===== config.mk =====
export PLATFORM = sky130hd
export DESIGN_NAME = gpio_bank_flat
export DESIGN_NICKNAME = d
export VERILOG_FILES = /design/src/rtl/gpio_bank_if.sv /design/src/rtl/gpio_bank.sv /design/src/flat_wrapper.sv
export SDC_FILE = /design/constraint.sdc
export NUM_CORES = 1
export LEC_CHECK = 0
export BUFFER_PORTS_ARGS = -buffer_cell sky130_fd_sc_hd__buf_2
export CAP_MARGIN = 20
export CORE_MARGIN = 4
export CORE_UTILIZATION = 52
export DETAILED_ROUTE_END_ITERATION = 16
export PLACE_DENSITY = 0.77
export SYNTH_ARGS = -nofsm -noshare
export SYNTH_HDL_FRONTEND = slang
export SYNTH_SLANG_ARGS = --single-unit

===== constraint.sdc =====
create_clock -name clk -period 2.6 [get_ports clk]
set_input_delay 0 -clock clk [delete_from_list [all_inputs] [get_ports clk]]
set_output_delay 0 -clock clk [all_outputs]
set_load 0.1 [all_outputs]

===== src/rtl/gpio_bank_if.sv =====
// Register bus between the core and gpio_bank: single-cycle write and read strobes,
// read data returned registered one cycle later with a one-cycle rvalid pulse.
interface gpio_bank_if;
   logic [2:0]  addr;
   logic [31:0] wdata;
   logic        we;
   logic        re;
   logic [31:0] rdata;
   logic        rvalid;

   modport master (output addr, wdata, we, re, input  rdata, rvalid);
   modport slave  (input  addr, wdata, we, re, output rdata, rvalid);
endinterface


===== src/rtl/gpio_bank.sv =====
// Memory-mapped GPIO bank: direction/output registers, synchronised inputs and
// sticky per-pin edge capture feeding one masked level interrupt.
module gpio_bank #(
   parameter int          WIDTH     = 8,
   parameter logic [31:0] RESET_OUT = 32'h0
) (
   input  logic             clk,
   input  logic             rst,
   gpio_bank_if.slave       bus,
   input  logic [WIDTH-1:0] pad_in,
   output logic [WIDTH-1:0] pad_out,
   output logic [WIDTH-1:0] pad_oe,
   output logic             irq
);

   typedef enum logic [2:0] {
      REG_DATA_OUT   = 3'd0,
      REG_DIR        = 3'd1,
      REG_DATA_IN    = 3'd2,
      REG_IRQ_EN     = 3'd3,
      REG_IRQ_RISE   = 3'd4,
      REG_IRQ_FALL   = 3'd5,
      REG_IRQ_STATUS = 3'd6,
      REG_RSVD       = 3'd7
   } reg_addr_e;

   logic [WIDTH-1:0] data_out_q,   data_out_d;
   logic [WIDTH-1:0] dir_q,        dir_d;
   logic [WIDTH-1:0] irq_en_q,     irq_en_d;
   logic [WIDTH-1:0] irq_rise_q,   irq_rise_d;
   logic [WIDTH-1:0] irq_fall_q,   irq_fall_d;
   logic [WIDTH-1:0] irq_status_q, irq_status_d;
   logic [WIDTH-1:0] s1_q, s2_q, prev_q;
   logic [31:0]      rdata_q, rdata_d;
   logic             rvalid_q;

   logic [WIDTH-1:0] wbits;
   logic [WIDTH-1:0] w1c;
   logic [WIDTH-1:0] rise_ev;
   logic [WIDTH-1:0] fall_ev;
   logic             unused_wdata;

   assign wbits        = bus.wdata[WIDTH-1:0];
   assign unused_wdata = ^bus.wdata;
   assign rise_ev      = s2_q & ~prev_q & irq_rise_q;
   assign fall_ev      = ~s2_q & prev_q & irq_fall_q;

   always_comb begin
      // NOTE: every next-state value gets a default first, so no path can infer a latch.
      data_out_d = data_out_q;
      dir_d      = dir_q;
      irq_en_d   = irq_en_q;
      irq_rise_d = irq_rise_q;
      irq_fall_d = irq_fall_q;
      w1c        = '0;
      if (bus.we) begin
         case (reg_addr_e'(bus.addr))
            REG_DATA_OUT:   data_out_d = wbits;
            REG_DIR:        dir_d      = wbits;
            REG_IRQ_EN:     irq_en_d   = wbits;
            REG_IRQ_RISE:   irq_rise_d = wbits;
            REG_IRQ_FALL:   irq_fall_d = wbits;
            REG_IRQ_STATUS: w1c        = wbits;
            default:        ;
         endcase
      end
      // An edge landing on the same edge as its W1C keeps the bit set.
      irq_status_d = (irq_status_q & ~w1c) | rise_ev | fall_ev;
   end

   // Read data is taken from the current registers, i.e. before any same-cycle write.
   always_comb begin
      rdata_d = rdata_q;
      if (bus.re) begin
         rdata_d = '0;
         case (reg_addr_e'(bus.addr))
            REG_DATA_OUT:   rdata_d[WIDTH-1:0] = data_out_q;
            REG_DIR:        rdata_d[WIDTH-1:0] = dir_q;
            REG_DATA_IN:    rdata_d[WIDTH-1:0] = s2_q;
            REG_IRQ_EN:     rdata_d[WIDTH-1:0] = irq_en_q;
            REG_IRQ_RISE:   rdata_d[WIDTH-1:0] = irq_rise_q;
            REG_IRQ_FALL:   rdata_d[WIDTH-1:0] = irq_fall_q;
            REG_IRQ_STATUS: rdata_d[WIDTH-1:0] = irq_status_q;
            default:        rdata_d = '0;
         endcase
      end
   end

   // NOTE: state registers use non-blocking assignments so every flop samples pre-edge values.
   always_ff @(posedge clk or posedge rst) begin
      if (rst) begin
         data_out_q   <= RESET_OUT[WIDTH-1:0];
         dir_q        <= '0;
         irq_en_q     <= '0;
         irq_rise_q   <= '0;
         irq_fall_q   <= '0;
         irq_status_q <= '0;
         s1_q         <= '0;
         s2_q         <= '0;
         prev_q       <= '0;
         rdata_q      <= '0;
         rvalid_q     <= 1'b0;
      end else begin
         data_out_q   <= data_out_d;
         dir_q        <= dir_d;
         irq_en_q     <= irq_en_d;
         irq_rise_q   <= irq_rise_d;
         irq_fall_q   <= irq_fall_d;
         irq_status_q <= irq_status_d;
         s1_q         <= pad_in;
         s2_q         <= s1_q;
         prev_q       <= s2_q;
         rdata_q      <= rdata_d;
         rvalid_q     <= bus.re;
      end
   end

   assign bus.rdata  = rdata_q;
   assign bus.rvalid = rvalid_q;
   assign pad_out    = data_out_q;
   assign pad_oe     = dir_q;
   assign irq        = |(irq_status_q & irq_en_q);

endmodule


===== src/flat_wrapper.sv =====
// flat-port wrapper written by rule: the top's interface ports become plain ports
module gpio_bank_flat 
#(
   parameter int          WIDTH     = 8,
   parameter logic [31:0] RESET_OUT = 32'h0
)
  (clk, rst, pad_in, pad_out, pad_oe, irq, bus_addr, bus_wdata, bus_we, bus_re, bus_rdata, bus_rvalid);
  gpio_bank_if bus_i ();
  input  logic clk;
  input  logic rst;
  input  logic [WIDTH-1:0] pad_in;
  output logic [WIDTH-1:0] pad_out;
  output logic [WIDTH-1:0] pad_oe;
  output logic irq;
  input wire logic [$bits(bus_i.addr)-1:0] bus_addr;
  input wire logic [$bits(bus_i.wdata)-1:0] bus_wdata;
  input wire logic [$bits(bus_i.we)-1:0] bus_we;
  input wire logic [$bits(bus_i.re)-1:0] bus_re;
  output wire logic [$bits(bus_i.rdata)-1:0] bus_rdata;
  output wire logic [$bits(bus_i.rvalid)-1:0] bus_rvalid;
  assign bus_i.addr = bus_addr;
  assign bus_i.wdata = bus_wdata;
  assign bus_i.we = bus_we;
  assign bus_i.re = bus_re;
  assign bus_rdata = bus_i.rdata;
  assign bus_rvalid = bus_i.rvalid;
  gpio_bank #(.WIDTH(WIDTH), .RESET_OUT(RESET_OUT)) u_core (.clk(clk), .rst(rst), .bus(bus_i), .pad_in(pad_in), .pad_out(pad_out), .pad_oe(pad_oe), .irq(irq));
endmodule

Word-level counts from Yosys, hierarchy flattened
Cells that the tools add are included.
- flip-flop bits (word level): 81
- bits of input ports: 47
- output and inout port bits: 50
- word-level logic and storage cells: 38
- eq/ne operators: 6
- multiplexer cells: 3
- bitwise operators: 11
- reduce and logical (&&, ||, !) cells: 7
- operators by type and width (cell ; number):
    $pmux 8 s7 ; 1
    $and 8x8->8 ; 6
    $not 8->8 ; 3
    $mux 8 ; 2
    $or 8x8->8 ; 2
    $reduce_and 2->1 ; 5
    $eq 3x3->1 const B ; 3
    $reduce_or 8->1 ; 1
    $eq 3x2->1 const B ; 2
    $eq 3x1->1 const B ; 1
    $logic_not 3->1 ; 1

Depth between registers and ports, before layout
- depth in word-level cells: 7
- mapped depth: 6
- mapped depth without buffers: 4

Worst setup path after synthesis
OpenSTA, ideal clock, no wires.
- path type: flip-flop to flip-flop
- from: register u_core.dir_q[0] (netlist: u_core.pad_oe[0])
- to: register u_core.rdata_q[0] (netlist: u_core.bus.rdata[0])
- library setup time: 0.101 ns
- arrival: 1.571 ns
- required time: 2.499 ns
- path slack: 0.928 ns
- cell stages (with the launch flop): 4
- path buffers: 0
- period minus slack after synthesis: 1.672 ns
- cell sequence: dfrtp_1 > mux4_2 > nor2_1 > o32ai_1
- longest elaborated chain between the ends: 1
- ends and longest elaborated chain (element ; line ; RTL):
    start: declaration ; gpio_bank.sv:28 ; logic [WIDTH-1:0] dir_q, dir_d;
    start signal: assignment ; gpio_bank.sv:105 ; dir_q <= dir_d;
    $pmux 8 s7 ; gpio_bank.sv:76 ; case (reg_addr_e'(bus.addr))
    end signal: assignment ; gpio_bank.sv:113 ; rdata_q <= rdata_d;
    end: declaration ; gpio_bank.sv:34 ; logic [31:0] rdata_q, rdata_d;
No other way between the ends.
A chain may end at the register's enable or synchronous reset.

Final worst setup path
- from: register u_core.irq_en_q[2]
- to: output port irq
- longest elaborated chain between the ends: 2
- ends and longest elaborated chain (element ; line ; RTL):
    start: declaration ; gpio_bank.sv:29 ; logic [WIDTH-1:0] irq_en_q, irq_en_d;
    start signal: assignment ; gpio_bank.sv:106 ; irq_en_q <= irq_en_d;
    $and 8x8->8 ; gpio_bank.sv:122 ; assign irq = |(irq_status_q & irq_en_q);
    $reduce_or 8->1 ; gpio_bank.sv:122 ;
    end: declaration ; flat_wrapper.sv:14 ; output logic irq;
No other way between the ends.

==> metrics <==
outcome=completed; ys flop type=dfrtp_1; Distinct cells, synth=37; CTS H-tree lvls=3; most frequent cell after synthesis=dfrtp_1; share of post-route cells with drive strength above 1=0.335; diodes inserted=0; synth top area cells=dfrtp_1 (55%), mux2_2 (12%), buf_4 (5.5%); CP arrival=approximately 1.5 ns; detailed placer's ending HPWL=4.72 mm; FFs w/ async S/R, synth=1.00; power density cells=892 nW/µm²; pre-CTS setup slack=0.873 ns; fin crit share=0.579; clk_skew=0.00841 ns; Die Ht=91.9 µm; global-route wire length before repair=about 12 mm; type of the worst setup path=reg2out; gp weighted congestion=just under 0.8; Max Fanout on Critical Path=3; Syn Area/Cell=13.3 µm²; Worst Path Required=2.60 ns; Final ANT Viol Nets=0; nets=slightly below 400; Leak=around 2 nW; I/O pin count=97; die width=91.9 µm; setup repair bufs after CTS=0; final hold vios=0; root buf cell=clkbuf_8; total negative slack=0 ns; WL/cell=16.1 µm; Std-Cell Rows=30; Final setup viols=0; Post-Synthesis Cells=275; Worst Setup Start Kind=flip-flop; share of the synthesized area in the top cell type=0.554; Starting Density=0.538; pin count of the biggest net entering global routing=30; number of synthesized flops with an enable pin=0; DR vias/cell=5.21; number of global-route vias before repair=2428; Max Clock Freq=0.664 GHz; Iter 0 DRT Violations=103; register area share after synthesis=0.554; Pwr Total=0.00377 W; post-cts resize count=0; Crit. End Element=output pin; Hold-fix buffers, CTS=18; Yosys top cell by area=dfrtp_1; router iterations before antenna repair=4; worst-case vdd ir drop=0.517 mV; slew margin rel.=0.544; Slew @ Worst Pin=0.683 ns; total gr overflow=0; Yosys warning total=0; vias=roughly 2.3k; CTS tree=done; Clock Sink Count=81; crit path time final=1.51 ns; PortBufs=between 40 and 50; most frequent cells after synthesis=dfrtp_1 (81), mux2_2 (40), nand2_1 (28); Die ar.=8440 µm²; RSZ-0062 raised after global routing=false; CTS clk-pin slew, worst paths=0.08 ns; initial antenna violation count=0; Max clock buf depth=2; final worst setup slack=1.09 ns; Seq cells post-synth=81; Max Slew Vio Count=0; GRT Overall Usage=0.187; hold crit path type=in2reg; synthesized cell area=about 3700 µm²; clock latency on the worst-skew pair=0.36 ns; Max Cap Viol=0; Core ar.=a little under 7000 µm²; Syn-to-layout area delta=15.6%; routed wire length=7.13 mm; fillcell total=between 500 and 600; Inserted Clock Buffers=9; worst hold slack=0.163 ns; DRC=0
-- stage by stage --
stage | utilization | instance area, µm² | instances
2_1_floorplan | - | 3740 | 298
3_3_place_gp | 0.565 | 3840 | 408
3_5_place_dp | 0.565 | 3840 | 408
4_1_cts | 0.622 | 4230 | 442
5_1_grt | 0.622 | 4230 | 442
6_report | 0.622 | 4230 | 442
-- report_power, final --
| part | total [W] | internal [W] | switching [W] |
|---|---|---|---|
| registers | 0.00160 | 0.00146 | 0.000137 |
| clock network | 0.000927 | 0.000471 | 0.000456 |
| logic | 0.00125 | 0.000305 | 0.000944 |
| total | 0.00377 | 0.00223 | 0.00154 |
-- per-layer routing --
layer  global-route usage  vias to the layer above  share of wire
li1                     -                     1068              -
met1                0.241                     1152           0.45
met2                0.300                       69           0.47
met3               0.0345                       14          0.047
met4                0.101                        0          0.027
met5                    0                        -              0
-- cells in the final DEF, fill, tap and decap left out, types with 9 or more instances in the layout --
cell type,count
dlygate4sd3_1,18
inv_1,9
mux2_2,40
clkbuf_8,10
nand3b_1,12
buf_2,48
nand2_1,28
conb_1,24
dfrtp_1,81
mux2i_1,9
-- worst paths after layout --
kind,from,endpoint,slack [ns],cells past startpoint
worst max-delay path,u_core.irq_en_q[2],irq,1.09,3
worst min-delay path,bus_we,u_core.irq_en_q[5],0.16,3
worst max register to register,u_core.pad_oe[1],u_core.bus.rdata[1],1.35,3
worst min register to register,u_core.s1_q[2],u_core.s2_q[2],0.35,0
max in group asynchronous,rst,u_core.prev_q[1],1.69,4
min in group asynchronous,rst,u_core.s1_q[5],0.17,3
-- cells by family after synthesis --
group / share of synthesized area
AOI/OAI and AO/OA: 0.0623
other: 0.00103
buffers and inverters: 0.0866
and+or+nand+nor: 0.0996
DFF: 0.554
muxes: 0.196
-- cell type report --
class | count | area, µm² | area share
sequential | 81 | 2030 | 0.480
multi-input combinational | 171 | 1400 | 0.331
timing repair buffer | 68 | 435 | 0.103
clock buffer | 10 | 138 | 0.0326
tap | 96 | 120 | 0.0284
clock inverter | 6 | 67.6 | 0.0160
inverter | 10 | 38.8 | 0.00918
-- flip-flops by register name (all words and copies together), names as in the netlist --
name                 flops
u_core.bus.rdata         8
u_core.irq_en_q          8
u_core.irq_fall_q        8
u_core.irq_rise_q        8
u_core.irq_status_q      8
u_core.pad_oe            8
u_core.pad_out           8
u_core.prev_q            8
u_core.s1_q              8
u_core.s2_q              8
u_core.bus.rvalid        1
-- critical path, cell delays in order, from the launching register on --
cell	delay (ns)
dfrtp_1	0.41
a22oi_1	0.25
nand4_1	0.16
buf_2	0.32
No activity file was read; power rests on OpenSTA's default activity.
